File: src/rtl/input_event_router.sv
// Input event router: turns debounced button levels into press and
// long-press pulses, steered to the one-hot selected mode block.
module input_event_router #(
  parameter int NUM_MODES    = 5,
  parameter int NUM_BTNS     = 4,
  parameter int LONG_CYCLES  = 200,
  parameter int GUARD_CYCLES = 4
) (
  input  logic                          clk,
  input  logic                          rst_n,
  input  logic [NUM_MODES-1:0]          mode_sel,
  input  logic [NUM_BTNS-1:0]           btn_in,
  output logic [NUM_MODES*NUM_BTNS-1:0] evt_pulse,
  output logic [NUM_MODES*NUM_BTNS-1:0] evt_long,
  output logic                          guard_busy,
  output logic                          mode_err
);

  localparam int NE = NUM_MODES * NUM_BTNS;
  localparam int HW = $clog2(LONG_CYCLES + 1);
  localparam int GW = (GUARD_CYCLES > 0) ?
                      $clog2(GUARD_CYCLES + 1) : 1;
  localparam logic [HW-1:0] HMAX  = HW'(LONG_CYCLES);
  localparam logic [GW-1:0] GLOAD = GW'(GUARD_CYCLES);

  logic [NUM_BTNS-1:0]          btn_q;
  logic [NUM_BTNS-1:0]          arm_q, arm_d;
  logic [NUM_MODES-1:0]         mode_q;
  logic [GW-1:0]                guard_q, guard_d;
  logic [NUM_BTNS-1:0][HW-1:0]  hold_q, hold_d;
  logic [NUM_BTNS-1:0]          done_q, done_d;
  logic [NE-1:0]                pulse_q, pulse_d;
  logic [NE-1:0]                long_q, long_d;
  logic                         busy_q, err_q;

  logic [NUM_BTNS-1:0] rise, press, lfire;
  logic                valid, chg, ok;

  // Qualify edges, track arming and guard, and build next pulses.
  // Hold counting only starts on a press that actually pulsed, so a
  // long pulse can never appear without its press pulse before it.
  always_comb begin
    rise    = btn_in & ~btn_q;
    valid   = $onehot(mode_sel);
    chg     = (mode_sel != mode_q);
    ok      = valid & ~chg & (guard_q == '0);
    guard_d = guard_q;
    if (chg)
      guard_d = GLOAD;
    else if (guard_q != '0)
      guard_d = guard_q - GW'(1);
    arm_d   = arm_q;
    hold_d  = hold_q;
    done_d  = done_q;
    press   = '0;
    lfire   = '0;
    pulse_d = '0;
    long_d  = '0;
    for (int b = 0; b < NUM_BTNS; b++) begin
      if (!btn_in[b])
        arm_d[b] = 1'b1;
      else if (chg)
        arm_d[b] = 1'b0;
      press[b] = rise[b] & arm_q[b] & ok;
      lfire[b] = btn_in[b] & arm_q[b] & ok &
                 (hold_q[b] == HMAX) & ~done_q[b];
      if (!btn_in[b] || !arm_q[b])
        hold_d[b] = '0;
      else if (ok && hold_q[b] != HMAX &&
               (hold_q[b] != '0 || press[b]))
        hold_d[b] = hold_q[b] + HW'(1);
      if (!btn_in[b])
        done_d[b] = 1'b0;
      else if (lfire[b])
        done_d[b] = 1'b1;
    end
    for (int m = 0; m < NUM_MODES; m++) begin
      for (int b = 0; b < NUM_BTNS; b++) begin
        pulse_d[m*NUM_BTNS+b] = mode_sel[m] & press[b];
        long_d[m*NUM_BTNS+b]  = mode_sel[m] & lfire[b];
      end
    end
  end

  // State and registered outputs.
  always_ff @(posedge clk or negedge rst_n) begin
    if (!rst_n) begin
      btn_q   <= '0;
      arm_q   <= '0;
      mode_q  <= '0;
      guard_q <= '0;
      hold_q  <= '0;
      done_q  <= '0;
      pulse_q <= '0;
      long_q  <= '0;
      busy_q  <= 1'b0;
      err_q   <= 1'b0;
    end else begin
      btn_q   <= btn_in;
      arm_q   <= arm_d;
      mode_q  <= mode_sel;
      guard_q <= guard_d;
      hold_q  <= hold_d;
      done_q  <= done_d;
      pulse_q <= pulse_d;
      long_q  <= long_d;
      busy_q  <= (guard_d != '0);
      err_q   <= ~valid;
    end
  end

  assign evt_pulse  = pulse_q;
  assign evt_long   = long_q;
  assign guard_busy = busy_q;
  assign mode_err   = err_q;

endmodule

File: config.mk
export PLATFORM = sky130hd
export DESIGN_NAME = input_event_router
export DESIGN_NICKNAME = d
export VERILOG_FILES = /design/src/rtl/input_event_router.sv
export SDC_FILE = /design/constraint.sdc
export NUM_CORES = 1
export LEC_CHECK = 0
export CAP_MARGIN = 20
export CELL_PAD_IN_SITES_DETAIL_PLACEMENT = 0
export CELL_PAD_IN_SITES_GLOBAL_PLACEMENT = 1
export CORE_MARGIN = 3
export CORE_UTILIZATION = 30
export DETAILED_ROUTE_END_ITERATION = 10
export PLACE_DENSITY = 0.57
export SETUP_SLACK_MARGIN = 0.02
export SLEW_MARGIN = 20
export SYNTH_ARGS = -nofsm -noshare
export SYNTH_HDL_FRONTEND = slang
export SYNTH_SLANG_ARGS = --single-unit
File: constraint.sdc
create_clock -name clk -period 4.12 [get_ports clk]
set_input_delay 0.412 -clock clk [delete_from_list [all_inputs] [get_ports clk]]
set_output_delay 0.412 -clock clk [all_outputs]
set_load 0.1 [all_outputs]
---- Yosys cells after proc, flatten, opt, wreduce, memory -nomap -nowiden ----
Cells that the tools add are included.
storage, ports and cells
  flip-flop bits (word level) ............. 94
  input bits .............................. 11
  output and inout port bits .............. 42
  word-level logic and storage cells ...... 178
operators by class
  $add $sub $neg .......................... 9
  eq/ne operators ......................... 18
  multiplexer cells ....................... 23
  bitwise gates (word level) .............. 74
  reduce and logical (&&, ||, !) cells .... 35
operator list
  kind                 number
  $and 1x1->1          66
  $mux 8               8
  $add 8x1->8 const B  4
  $eq 8x8->1 const B   4
  $ne 8x8->1 const B   4
  $reduce_bool 8->1    4
  $ne 2x1->1 const B   8
  $mux 1               13
  $logic_and 1x1->1    8
  $logic_not 1->1      8
  $logic_or 1x1->1     8
  $reduce_bool 2->1    4
  $mux 3               2
  $not 1->1            6
  $reduce_bool 3->1    2
  $ne 5x5->1           1
  $add 1x1->2          2
  $and 4x4->4          1
  $not 4->4            1
  $add 2x2->3          1
  $add 3x1->3          1
  $eq 3x1->1 const B   1
  $logic_not 3->1      1
  $sub 3x1->3 const B  1

---- Depth between registers and ports, before layout ----
  word-level depth ........................ 11
  depth in mapped cells ................... 11
  depth with buffers taken out ............ 9

---- Least setup slack after synthesis ----
Ideal clock, no wire load.
  path type ............................... input -> register
  from .................................... input port mode_sel[0]
  to ...................................... register hold_q[17] (netlist bit)
  setup time .............................. 120 ps
  data arrival time ....................... 2799 ps
  required time ........................... 4000 ps
  setup slack ............................. 1202 ps
  cell stages on the path ................. 10
  path buffers ............................ 1
  cell sequence ........................... inv_1 fa_1 fa_1 inv_1 ha_1 nor4b_4 nand2_2 buf_6 o311a_1 a31o_1
on the way
  cells in the longest elaborated chain, start to end .. 10
  elaborated cells between the ends (all ways) .. 13
  classes of those cells .................. add/sub (3); eq/ne (2); bitwise (4); reduce/logical (4)
RTL lines
  element                            line  source
  start: declaration                 11    input logic [NUM_MODES-1:0] mode_sel,
  $add 1x1->2 (implied by the code)  44    valid = $onehot(mode_sel);
  $add 2x2->3 (implied by the code)  44
  $add 3x1->3 (implied by the code)  44
  $eq 3x1->1                         44
  $and 1x1->1 * (2 in a row)         46    ok = valid & ~chg & (guard_q == '0);
  $and 1x1->1                        64    press[b] = rise[b] & arm_q[b] & ok;
  $logic_or 1x1->1                   70    (hold_q[b] != '0 || press[b]))
  $logic_and 1x1->1 *                69    else if (ok && hold_q[b] != HMAX &&
  $reduce_bool 2->1 (no line) *      n/a
  end signal: assignment             103   hold_q <= hold_d;
  end: declaration                   30    logic [NUM_BTNS-1:0][HW-1:0] hold_q, hold_d;
Mark *: on every way between the ends. The rest lies on a longest branch, timed or not.
A chain may end at the register's enable or synchronous reset.

---- Worst setup path after layout ----
  from .................................... input port mode_sel[0]
  to ...................................... register hold_q[28] (netlist bit)
Same word-level chain as after synthesis.

==> out/results.ini <==
[power_and_ir_drop]
power_density_mw_per_mm2 = 328
p_total_mw = 1.88
p_leak_nw = 2.41
peakVddDrop_mv = 0.189

[floorplanning]
initial_core_util_pct = 30.7
die_h_microns = 131
fp.coreArea_sq_mm = 0.0153
fp-row-count = 45
ios = 53
die_area_sq_mm = 0.0171
die_w_microns = 131

[yosys]
synth_area_per_cell_sq_um = 11.5
synth_fp_nets = 431
synth_top_cell_by_area = dfrtp_1
synth_edf_count = 0
synth-seq-area-share_pct = 50.2
yosysWarnings = 0
syn_inst = 406
ys.flop_type = dfrtp_1
synth_top_area_share_pct = 50.2
synthesis.area_sq_mm = 0.00468
yosysUniqueCellTypes = 58
synth-seq-cells = 94
ys_top_cells_by_area = dfrtp_1, and2_1, ha_1
synthArstFlopShare_pct = 100

[global_routing]
grt_max_degree = 77
grt.overflow.total = 0
grt_pass1_wl_microns = 17600
grt_pass1_vias = 3241
antenna_found_initial = 0
grt_use_total_pct = 13.3

[clock_tree]
cts_buffer_depth = 2
clk_pin_slew_ns = 0.07
tritoncts_num_sinks = 94
tritoncts = built
ctsHoldBuffers = 0
htreeDepth = 3
clk_latency_ns = 0.35
post_cts_buffers = 0
cts-root-buf = clkbuf_16
cts_buffers = 9
cts_resized = 0

[place]
portBuffers = 52
gp_congestion = 0.765
dp.cells = 664
place_area_sq_mm = 0.00547
pre_cts_slack_ns = 0.499
dp_hpwl_microns = 7790

[routing]
ant_nets = 0
wl_per_cell_microns = 16.1
drt_drc_violations_left = 0
drt-total-wl_microns = 11000
vias = 3292
drtIter0Drc = 194
firstDrtPassIters = 4
vias_per_cell = 4.84

[timing]
worst_slew_pin_slew_ns = 0.996
fmax_mhz = 310
drv_slew = 0
finalWorstSetupSlack_ns = 0.890
rsz0062_at_grt = no
min_period_over_period_pct = 78.4
final_hold_viol_count = 0
setup_tns_ns = 0
period_minus_slack_ns = 3.23
relSlewSlack_pct = 33.4
skew_ns = 0.00952
setup_viol = 0

[final_layout]
area_growth_pct = 22.8
layout_common_cells = dfrtp_1, clkdlybuf4s50_1, and2_1, nand2_1
mostFrequentLayoutCell = dfrtp_1
fin_cells = 680
layout-drive-gt1-share_pct = 12.2
antennaDiodeCount = 0
final_area_sq_mm = 0.00575
nets = 489

[setup_path]
path_max_fanout = 33
critPathArrivalTime_ns = 3.50
cp-end-kind = register
reg2reg_slack_ns = 1.70
critPathLaunchType = input pin
critPathKind = in2reg
crit_required_ns = 4.39

[worst_hold_path]
hold_path_class = in2async

[run]
maxCapViolCount = 0

[status]
status = complete, no violations

[flip-flops by register name, summed over array words and instances (netlist names)]
register / flops
hold_q: 32
evt_long: 20
evt_pulse: 20
mode_q: 5
arm_q: 4
btn_q: 4
done_q: 4
guard_q: 3
guard_busy: 1
mode_err: 1
[synthesized netlist by cell type, types with 6 or more instances]
master    number
inv_1         21
a211oi_1       7
buf_2          6
nor4_4         7
nand4_1        8
and2_1        40
o311ai_1      10
nand2_1       29
o41ai_1        7
clkbuf_1       7
mux2i_1       14
dfrtp_1       94
ha_1          12
nand2b_1      21
nand3_1       18
nor3_1         7
[kinds of logic (layout without fill, tap and decap cells)]
| logic type | count (synthesis) | count (layout) | share of synthesized area (%) |
|---|---|---|---|
| buf+inv | 37 | 100 | 3.53 |
| flops | 94 | 94 | 50.2 |
| xor+xnor | 6 | 6 | 1.28 |
| simple gates | 179 | 179 | 26.0 |
| mux | 14 | 14 | 2.99 |
| compound gates | 62 | 62 | 11.9 |
| fa+ha+maj | 14 | 14 | 4.06 |
[critical path, cell delays in order]
cell             delay, ns
clkdlybuf4s50_1       0.49
inv_1                 0.08
fa_1                  0.49
fa_1                  0.37
inv_1                 0.06
ha_1                  0.25
nor4b_4               0.32
nand2_2               0.09
buf_4                 0.30
a2111oi_2             0.38
mux2i_1               0.23
[power by group]
group	internal, mW	switching [mW]
Clock	0.418	0.381
Sequential	0.932	0.00756
Combinational	0.0418	0.105
[worst paths after layout]
| path | cells after the start | start | end |
|---|---|---|---|
| worst max-delay path | 11 | mode_sel[0] | hold_q[28] |
| worst min-delay path | 1 | rst_n | evt_pulse[6] |
| worst max register to register | 8 | guard_q[0] | hold_q[28] |
| worst min register to register | 1 | done_q[2] | done_q[2] |
| max in group asynchronous | 2 | rst_n | guard_q[0] |
| min in group clk | 1 | done_q[2] | done_q[2] |
[through the flow]
step	util (%)	hold slack, ns
detailed placement	35.9	0.480
finish	37.7	0.221
global placement	35.9	0.478
CTS	37.7	0.259
floorplan	-	0.116
global route	37.7	0.309
[metal layers]
metal / wire (microns) / vias to the layer above / GRT usage (%)
li1: - / 1600 / -
met1: 5210 / 1624 / 17.7
met2: 5290 / 60 / 21.7
met3: 377 / 8 / 2.80
met4: 106 / 0 / 4.17
met5: 0 / - / 0
[layout make-up]
cell class / count / area, sq um
fill: 1481 / 9510
sequential: 94 / 2350
multi-input combinational: 275 / 2170
timing repair buffer: 63 / 601
tap: 211 / 264
clock buffer: 9 / 225
inverter: 21 / 78.8
clock inverter: 7 / 56.3
Power figures use the tool's default switching activity.
